## config.mk

```make
export PLATFORM = sky130hd
export DESIGN_NAME = snake_move_ctrl_flat
export DESIGN_NICKNAME = d
export VERILOG_FILES = /design/src/rtl/snake_pkg.sv /design/src/rtl/snake_move_ctrl_if.sv /design/src/rtl/snake_dir_queue.sv /design/src/rtl/snake_move_ctrl.sv /design/src/flat_wrapper.sv
export SDC_FILE = /design/constraint.sdc
export NUM_CORES = 1
export LEC_CHECK = 0
export CAP_MARGIN = 20
export CORE_UTILIZATION = 55
export DETAILED_ROUTE_END_ITERATION = 10
export PLACE_DENSITY_LB_ADDON = 0.08
export SYNTH_ARGS = -nofsm -noshare
export SYNTH_HDL_FRONTEND = slang
export SYNTH_SLANG_ARGS = --single-unit
```

## constraint.sdc

```tcl
create_clock -name clk -period 3.2 [get_ports clk]
set_clock_uncertainty 0.2 [all_clocks]
set_input_delay 0.32 -clock clk [delete_from_list [all_inputs] [get_ports clk]]
set_output_delay 0.32 -clock clk [all_outputs]
set_load 0.01 [all_outputs]
```

## src/rtl/snake_pkg.sv

```systemverilog
// Shared encodings and helpers for the snake game control path.
// Direction/state codes, grid size, reversal test.
package snake_pkg;

  localparam logic [1:0] DIR_UP    = 2'b00;
  localparam logic [1:0] DIR_RIGHT = 2'b01;
  localparam logic [1:0] DIR_DOWN  = 2'b10;
  localparam logic [1:0] DIR_LEFT  = 2'b11;

  typedef enum logic [1:0] {
    ST_IDLE  = 2'b00,
    ST_RUN   = 2'b01,
    ST_PAUSE = 2'b10,
    ST_OVER  = 2'b11
  } game_st_e;

  localparam int GRID_W = 40;
  localparam int GRID_H = 30;

  // Opposite directions differ only in bit 1.
  function automatic logic is_reverse(
    input logic [1:0] a,
    input logic [1:0] b
  );
    return a == (b ^ 2'b10);
  endfunction

endpackage

```

## src/rtl/snake_move_ctrl_if.sv

```systemverilog
// Button/status bundle between the input logic and snake_move_ctrl.
// master drives presses and collision; slave returns tick/dir/state/level.
interface snake_move_ctrl_if;

  logic       btn_up;
  logic       btn_right;
  logic       btn_down;
  logic       btn_left;
  logic       start_btn;
  logic       pause_btn;
  logic       collision;
  logic       tick;
  logic [1:0] dir;
  logic [1:0] game_state;
  logic [1:0] queue_level;

  modport master (
    output btn_up, btn_right, btn_down, btn_left,
    output start_btn, pause_btn, collision,
    input  tick, dir, game_state, queue_level
  );

  modport slave (
    input  btn_up, btn_right, btn_down, btn_left,
    input  start_btn, pause_btn, collision,
    output tick, dir, game_state, queue_level
  );

endinterface

```

## src/rtl/snake_dir_queue.sv

```systemverilog
// Two-entry direction FIFO; pop is applied before push in one cycle.
// Ports: push/pop/flush, data in, current dir, head, filter ref, level.
module snake_dir_queue (
  input  logic       i_clk,
  input  logic       i_rst,
  input  logic       i_push,
  input  logic       i_pop,
  input  logic       i_flush,
  input  logic [1:0] i_data,
  input  logic [1:0] i_cur_dir,
  output logic [1:0] o_head,
  output logic [1:0] o_ref,
  output logic [1:0] o_level
);

  logic [1:0] r_q0;
  logic [1:0] r_q1;
  logic [1:0] r_level;

  assign o_head  = r_q0;
  assign o_level = r_level;

  // New requests are compared with the newest queued move,
  // falling back to the live direction when nothing is queued.
  always_comb begin
    o_ref = i_cur_dir;
    if (r_level == 2'd1) o_ref = r_q0;
    if (r_level == 2'd2) o_ref = r_q1;
  end

  always_ff @(posedge i_clk or posedge i_rst) begin
    if (i_rst) begin
      r_q0    <= 2'b00;
      r_q1    <= 2'b00;
      r_level <= 2'd0;
    end else if (i_flush) begin
      r_level <= 2'd0;
    end else begin
      unique case (r_level)
        2'd0: begin
          if (i_push) begin
            r_q0    <= i_data;
            r_level <= 2'd1;
          end
        end
        2'd1: begin
          if (i_pop && i_push) begin
            r_q0 <= i_data;
          end else if (i_pop) begin
            r_level <= 2'd0;
          end else if (i_push) begin
            r_q1    <= i_data;
            r_level <= 2'd2;
          end
        end
        2'd2: begin
          // Full: a push only fits when the head leaves this cycle.
          if (i_pop) begin
            r_q0 <= r_q1;
            if (i_push) r_q1 <= i_data;
            else r_level <= 2'd1;
          end
        end
        default: r_level <= 2'd0;
      endcase
    end
  end

endmodule

```

## src/rtl/snake_move_ctrl.sv

```systemverilog
// Snake head sequencer: tick divider, run/pause/over FSM, move queue.
// Ports: clk, reset (async high), bus (slave side of snake_move_ctrl_if).
module snake_move_ctrl
  import snake_pkg::*;
#(
  parameter int         TICK_DIV  = 6250000,
  parameter int         TICK_BITS = 23,
  parameter logic [1:0] INIT_DIR  = 2'b01
) (
  input logic               clk,
  input logic               reset,
  snake_move_ctrl_if.slave  bus
);

  localparam logic [TICK_BITS-1:0] LAST = TICK_BITS'(TICK_DIV - 1);

  game_st_e             r_state;
  logic [TICK_BITS-1:0] r_cnt;
  logic                 r_tick;
  logic [1:0]           r_dir;

  logic [1:0] w_req;
  logic       w_req_vld;
  logic [1:0] w_head;
  logic [1:0] w_ref;
  logic [1:0] w_level;
  logic       w_run;
  logic       w_tick_now;
  logic       w_accept;
  logic       w_flush;

  always_comb begin
    w_req     = DIR_UP;
    w_req_vld = 1'b1;
    priority case (1'b1)
      bus.btn_up:    w_req = DIR_UP;
      bus.btn_right: w_req = DIR_RIGHT;
      bus.btn_down:  w_req = DIR_DOWN;
      bus.btn_left:  w_req = DIR_LEFT;
      default:       w_req_vld = 1'b0;
    endcase
  end

  assign w_run = (r_state == ST_RUN);

  // Cycle whose closing edge raises tick and pops the queue.
  assign w_tick_now = w_run && !bus.collision &&
                      !bus.pause_btn && (r_cnt == LAST);

  assign w_accept = w_run && w_req_vld && !bus.collision &&
                    (w_req != w_ref) && !is_reverse(w_req, w_ref);

  assign w_flush = (w_run && bus.collision) ||
                   (r_state == ST_OVER && bus.start_btn);

  snake_dir_queue u_queue (
    .i_clk     (clk),
    .i_rst     (reset),
    .i_push    (w_accept),
    .i_pop     (w_tick_now),
    .i_flush   (w_flush),
    .i_data    (w_req),
    .i_cur_dir (r_dir),
    .o_head    (w_head),
    .o_ref     (w_ref),
    .o_level   (w_level)
  );

  always_ff @(posedge clk or posedge reset) begin
    if (reset) begin
      r_state <= ST_IDLE;
      r_cnt   <= '0;
      r_tick  <= 1'b0;
      r_dir   <= INIT_DIR;
    end else begin
      r_tick <= 1'b0;
      unique case (r_state)
        ST_IDLE: begin
          if (bus.start_btn) begin
            r_state <= ST_RUN;
            r_cnt   <= '0;
          end
        end
        ST_RUN: begin
          if (bus.collision) begin
            r_state <= ST_OVER;
          end else if (bus.pause_btn) begin
            r_state <= ST_PAUSE;
          end else if (r_cnt == LAST) begin
            r_cnt  <= '0;
            r_tick <= 1'b1;
            if (w_level != 2'd0) r_dir <= w_head;
          end else begin
            r_cnt <= r_cnt + TICK_BITS'(1);
          end
        end
        ST_PAUSE: begin
          if (bus.pause_btn) r_state <= ST_RUN;
        end
        ST_OVER: begin
          if (bus.start_btn) begin
            r_state <= ST_IDLE;
            r_dir   <= INIT_DIR;
            r_cnt   <= '0;
          end
        end
      endcase
    end
  end

  assign bus.tick        = r_tick;
  assign bus.dir         = r_dir;
  assign bus.game_state  = r_state;
  assign bus.queue_level = w_level;

endmodule

```

## src/flat_wrapper.sv

```systemverilog
// flat-port wrapper written by rule: the top's interface ports become plain ports
module snake_move_ctrl_flat import snake_pkg::*;
#(
  parameter int         TICK_DIV  = 6250000,
  parameter int         TICK_BITS = 23,
  parameter logic [1:0] INIT_DIR  = 2'b01
)
  (clk, reset, bus_btn_up, bus_btn_right, bus_btn_down, bus_btn_left, bus_start_btn, bus_pause_btn, bus_collision, bus_tick, bus_dir, bus_game_state, bus_queue_level);
  snake_move_ctrl_if bus_i ();
  input logic clk;
  input logic reset;
  input wire logic [$bits(bus_i.btn_up)-1:0] bus_btn_up;
  input wire logic [$bits(bus_i.btn_right)-1:0] bus_btn_right;
  input wire logic [$bits(bus_i.btn_down)-1:0] bus_btn_down;
  input wire logic [$bits(bus_i.btn_left)-1:0] bus_btn_left;
  input wire logic [$bits(bus_i.start_btn)-1:0] bus_start_btn;
  input wire logic [$bits(bus_i.pause_btn)-1:0] bus_pause_btn;
  input wire logic [$bits(bus_i.collision)-1:0] bus_collision;
  output wire logic [$bits(bus_i.tick)-1:0] bus_tick;
  output wire logic [$bits(bus_i.dir)-1:0] bus_dir;
  output wire logic [$bits(bus_i.game_state)-1:0] bus_game_state;
  output wire logic [$bits(bus_i.queue_level)-1:0] bus_queue_level;
  assign bus_i.btn_up = bus_btn_up;
  assign bus_i.btn_right = bus_btn_right;
  assign bus_i.btn_down = bus_btn_down;
  assign bus_i.btn_left = bus_btn_left;
  assign bus_i.start_btn = bus_start_btn;
  assign bus_i.pause_btn = bus_pause_btn;
  assign bus_i.collision = bus_collision;
  assign bus_tick = bus_i.tick;
  assign bus_dir = bus_i.dir;
  assign bus_game_state = bus_i.game_state;
  assign bus_queue_level = bus_i.queue_level;
  snake_move_ctrl #(.TICK_DIV(TICK_DIV), .TICK_BITS(TICK_BITS), .INIT_DIR(INIT_DIR)) u_core (.clk(clk), .reset(reset), .bus(bus_i));
endmodule
```

# Yosys cells after proc, flatten, opt, wreduce, memory -nomap -nowiden
# Cells that the tools add are included.
classes:
  n_bitwise: 2
  n_mux: 47
  n_addsub: 1
  n_reduce_logical: 28
  n_eq_ne: 27
ops:
  columns: ["op", "count"]
  rows:
  - ["23-bit two-way mux", 4]
  - ["2-bit two-way mux", 29]
  - ["23-bit case mux with 2 select lines", 1]
  - ["23-bit by 1-bit adder with 23-bit output, second input constant", 1]
  - ["23-bit == test, second input constant", 1]
  - ["2-bit inequality test, second input constant", 11]
  - ["3-bit inequality test, second input constant", 5]
  - ["5-bit AND reduction", 3]
  - ["2-bit case mux with 3 select lines", 2]
  - ["1-bit logical AND", 10]
  - ["1-bit two-way mux", 8]
  - ["2-bit case mux with 2 select lines", 2]
  - ["2-bit case mux with 4 select lines", 1]
  - ["4-bit AND reduction", 2]
  - ["2-bit nonzero test", 4]
  - ["2-bit == test, second input constant", 3]
  - ["6-bit AND reduction", 1]
  - ["2-bit by 1-bit == test with 1-bit output, second input constant", 2]
  - ["2-bit logical NOT", 2]
  - ["2-bit by 1-bit inequality test with 1-bit output, second input constant", 2]
  - ["4-bit inequality test, second input constant", 1]
  - ["1-bit logical NOT", 3]
  - ["3-bit nonzero test", 1]
  - ["2-bit == test", 1]
  - ["4 further kinds", 5]
totals:
  output_inout_bits: 7
  regBits: 34
  elab_cells: 112

# Longest topological paths before layout
depth:
  ltp_word: 13
  ltp_mapped: 10
  ltp_nobuf: 8

# Cells and area by module
# Synthesis repeated with hierarchy kept, for this count alone.
unflattened:
  cells_unflattened: 237
  hier_area_um2: 2189.6
by_module_without_submodules:
  columns: ["mod", "cells_each", "seq_area_each_um2", "area_each_um2", "n_inst"]
  rows:
  - ["snake_move_ctrl", 195, 701.9, 1765.4, 1]
  - ["snake_dir_queue", 42, 150.1, 424.2, 1]

# Worst setup path before layout
# No wires, ideal clock.
synth_path:
  kind: "register to register"
  from: "register u_core.r_state[0] (netlist: u_core.bus.game_state[0])"
  to: "register u_core.r_cnt[22]"
  path_slack_ns: 0.786
  setup_time_ns: 0.121
  stages_incl_launch_ff: 10
  n_path_buf: 1
  arrival_time_ns: 2.093
  synth_period_minus_slack_ns: 2.414
  required_ns: 2.879
  cell_sequence: "dfrtp_1 > inv_1 > ha_1 > mux2_2 > nand4_1 > or2_2 > clkbuf_1 > nor4_1 > xnor2_1 > nor2_1"
synth_between:
  elab_chain_len: 4
  word_cells_on_any_way: 10
  cone_classes: "eq/ne: 5; mux: 1; reduce/logical: 4"
synth_rtl:
  columns: ["element", "line", "source"]
  rows:
  - ["start: declaration", "snake_move_ctrl.sv:17", "game_st_e r_state;"]
  - ["start signal: assignment", "snake_move_ctrl.sv:71", "r_state <= ST_IDLE;"]
  - ["start signal: assignment", "snake_move_ctrl.sv:80", "r_state <= ST_RUN;"]
  - ["start signal: assignment", "snake_move_ctrl.sv:86", "r_state <= ST_OVER;"]
  - ["2-bit == test or 2-bit logical NOT (tied branches)", "snake_move_ctrl.sv:77", "unique case (r_state)"]
  - ["2-bit OR reduction (no source line)", null, null]
  - ["2-bit by 1-bit inequality test with 1-bit output (no source line) or 2-bit nonzero test (tied branches)", null, null]
  - ["4-bit AND reduction (no source line)", null, null]
  - ["end signal: assignment", "snake_move_ctrl.sv:94", "r_cnt <= r_cnt + TICK_BITS'(1);"]
  - ["end: declaration", "snake_move_ctrl.sv:18", "logic [TICK_BITS-1:0] r_cnt;"]
# Several ways; a longest one is shown, not always the timed one.
# A chain may end at the register's enable or synchronous reset.

# Worst setup path after layout
layout_path:
  from: "register u_core.r_state[0] (netlist: u_core.bus.game_state[0])"
  to: "register u_core.r_cnt[21]"
# The elaborated chain is that of the path after synthesis.

==> run metrics <==
CP required approximately 3.2 ns; Worst-path clk slew 0.08 ns; commonest non-fill, non-tap cell in the layout nor2_1; Sink Count 34; CTS buffer count 5; Worst setup SP type flop; P_int around 1.0 mW; setup_tns 0 ns; fraction of layout cells with a size suffix above 1 10.1%; Net Switching a little over 0.6 mW; P_leak 1.07 nW; crit path kind flop to flop; Die Area between 0.004 and 0.005 mm2; slowest stage delay, CP 0.57 ns; root buffer cell clkbuf_8; height of the die between 60 and 70 um; WL final between 4 and 5 mm; sequential share of the synthesized area roughly two fifths; Finished Layout Cells between 200 and 300; Post-synth ARST share 100%; crit share post-route between 70% and 80%; # Post-CTS Setup Buffers 0; Pins Over Slew Limit 0; Util after Layout between 60% and 70%; final net count between 200 and 300; min cycle time layout 2.48 ns; Yosys cell types between 50 and 60; Rows 22; drt wl/cell around 14 um; Critical Path, Cell by Cell inv_1, ha_1, mux2_2, nand4_1, nor3b_1, nand4_1, xnor2_1, nor2_1; CTS tree built; initial antenna violation count 0; Die Span X about 64 um; drt pass-1 iters 4; EDFF count, synth 0; GP Congestion around 0.93; highest net fanout along the worst path 6; cell mode on critical path nand4_1; pin count of the biggest net entering global routing 24; Slew Limit Headroom between 50% and 60%; sequential power share 36.7%; I/O Pins 16; Setup-failing EPs final 0; FF/Latch Area roughly 850 um2; I/O Buffers 15; Core ar. ~0.0037 mm2; Residual DRC 0; Synth Flop Type dfrtp_1; worst path arrival time 2.45 ns; first-pass GRT wire length just over 7 mm; max_cap viols 0; switching share of power between 30 and 40%; outcome finished clean; Syn Nets 246; post-DP HPWL about 3.0 mm; Worst-Skew Late Latency ~0.29 ns; nature of the critical path endpoint flop; Logic pwr share roughly 39%; hold_buf cts 0; Detail Route Antenna Nets 0; Diodes inserted 0; vias in the first global route between 1500 and 2000; peak supply drop approximately 0.00038 V; via count 1627; routed vias/inst approximately 5.5; Synth Warn # 0; post-CTS resize count 0; Layout area overhead 13.8%; number of synthesized register bits 34; CP top delay family simple AND/OR/NAND/NOR gates; Slowest-stage cell, CP nor3b_1; initial DRC count 68; unrepaired setup endpoints after global routing false; maximum clock insertion buffer count 2; footprint of the multi-input gates 0.00118 mm2; Final Hold Vio Count 0; commonest cells after routing, fill and taps aside nor2_1, dfrtp_1, nand2_1; GR Overflow Total 0; Syn Area/Cell 9.19 um2; HP Class input port to async pin; top achievable clock speed about 400 MHz; Starting Density 57.6%; P per Cell Area roughly 690 mW/mm2; Mapped Cells 231; worst-margin pin slew 0.668 ns; Tot GR Track Use between 20% and 30%; dpl cells about 290; Worst Path Buf+Inv 1; Mapped Area 0.00212 mm2; number of fill cells roughly 320; power share of the clock group between 20% and 30%; H-tree levels 2
==> power by group through the flow <==
| stage | clock (mW) | sequential (mW) | combinational (mW) |
|---|---|---|---|
| global placement | 0 | 0.616 | 0.652 |
| detailed placement | 0 | 0.617 | 0.658 |
| global route | 0.425 | 0.628 | 0.743 |
| floorplan | 0 | 0.598 | 0.506 |
| finish | 0.401 | 0.611 | 0.652 |
| CTS | 0.410 | 0.611 | 0.659 |
==> cell families after synthesis <==
family | count (synthesis) | share of synthesized area [%]
compound gates | 34 | 10.8
xor+xnor | 21 | 8.66
fa+ha+maj | 6 | 3.54
buf+inv | 19 | 4.07
flops | 34 | 40.1
mux | 11 | 5.66
simple gates | 106 | 27.2
==> path summary, 6_finish.rpt <==
| kind | cells past startpoint | to | slack, ns | startpoint |
|---|---|---|---|---|
| max | 8 | u_core.r_cnt[21] | 0.72 | u_core.bus.game_state[0] |
| min | 2 | u_core.r_cnt[19] | 0.22 | reset |
| max reg2reg | 8 | u_core.r_cnt[21] | 0.72 | u_core.bus.game_state[0] |
| min reg2reg | 2 | u_core.bus.dir[0] | 0.31 | u_core.bus.dir[0] |
| max in group asynchronous | 3 | u_core.bus.game_state[0] | 1.88 | reset |
| min in group clk | 2 | u_core.bus.dir[0] | 0.31 | u_core.bus.dir[0] |
==> layout make-up <==
cell class	count	area share [%]
Timing Repair Buffer	17	6.83
Tap cell	48	2.48
Multi-Input combinational cell	178	49.0
Clock buffer	5	2.85
Sequential cell	34	35.2
Clock inverter	3	1.86
Inverter	11	1.71
==> sequential cells by signal, summed over array words and instances, names as in the netlist <==
name                    flops
u_core.u_queue.r_q1         2
u_core.r_cnt               23
u_core.u_queue.o_level      2
u_core.u_queue.o_head       2
u_core.bus.tick             1
u_core.bus.game_state       2
u_core.bus.dir              2
==> synthesized netlist by cell type (5+ instances only) <==
master,number,area share (%)
a21oi_1,6,1.4
dfrtp_1,33,39
ha_1,6,3.5
inv_1,11,1.9
mux2i_1,6,2.8
nand2_1,19,3.4
nand3_1,5,1.2
nand4_1,8,2.4
nor2_1,35,6.2
nor3_1,6,1.4
o21ai_0,8,1.9
xnor2_1,8,3.3
xor2_1,13,5.4
==> worst reg2reg max path: cells and delay by family (launching register included) <==
kind	cells	cell delay, ns
flip-flops	1	0.43
AND/OR/NAND/NOR	4	0.93
adder cells (fa/ha/maj)	1	0.32
multiplexers	1	0.25
buffers and inverters	1	0.09
XOR/XNOR	1	0.16
==> layer usage <==
metal	routed length (um)	global-route usage (%)	part of all wire, %	up-vias
li1	-	-	-	833
met1	2070	31.0	51	769
met2	1820	34.6	45	20
met3	110	4.29	2.7	5
met4	47	10.0	1.2	0
met5	0	0	0	-
==> metrics by stage <==
stage | cell area [um2] | total power [mW] | hold WS, ns | worst slack [ns]
6_report | 2420 | 1.66 | 0.222 | 0.724
5_1_grt | 2420 | 1.80 | 0.301 | 0.495
4_1_cts | 2420 | 1.68 | 0.247 | 0.724
3_5_place_dp | 2300 | 1.27 | 0.294 | 0.656
3_3_place_gp | 2300 | 1.27 | 0.286 | 0.669
2_1_floorplan | 2120 | 1.10 | 0.261 | 0.786
No activity file was read; power rests on OpenSTA's default activity.
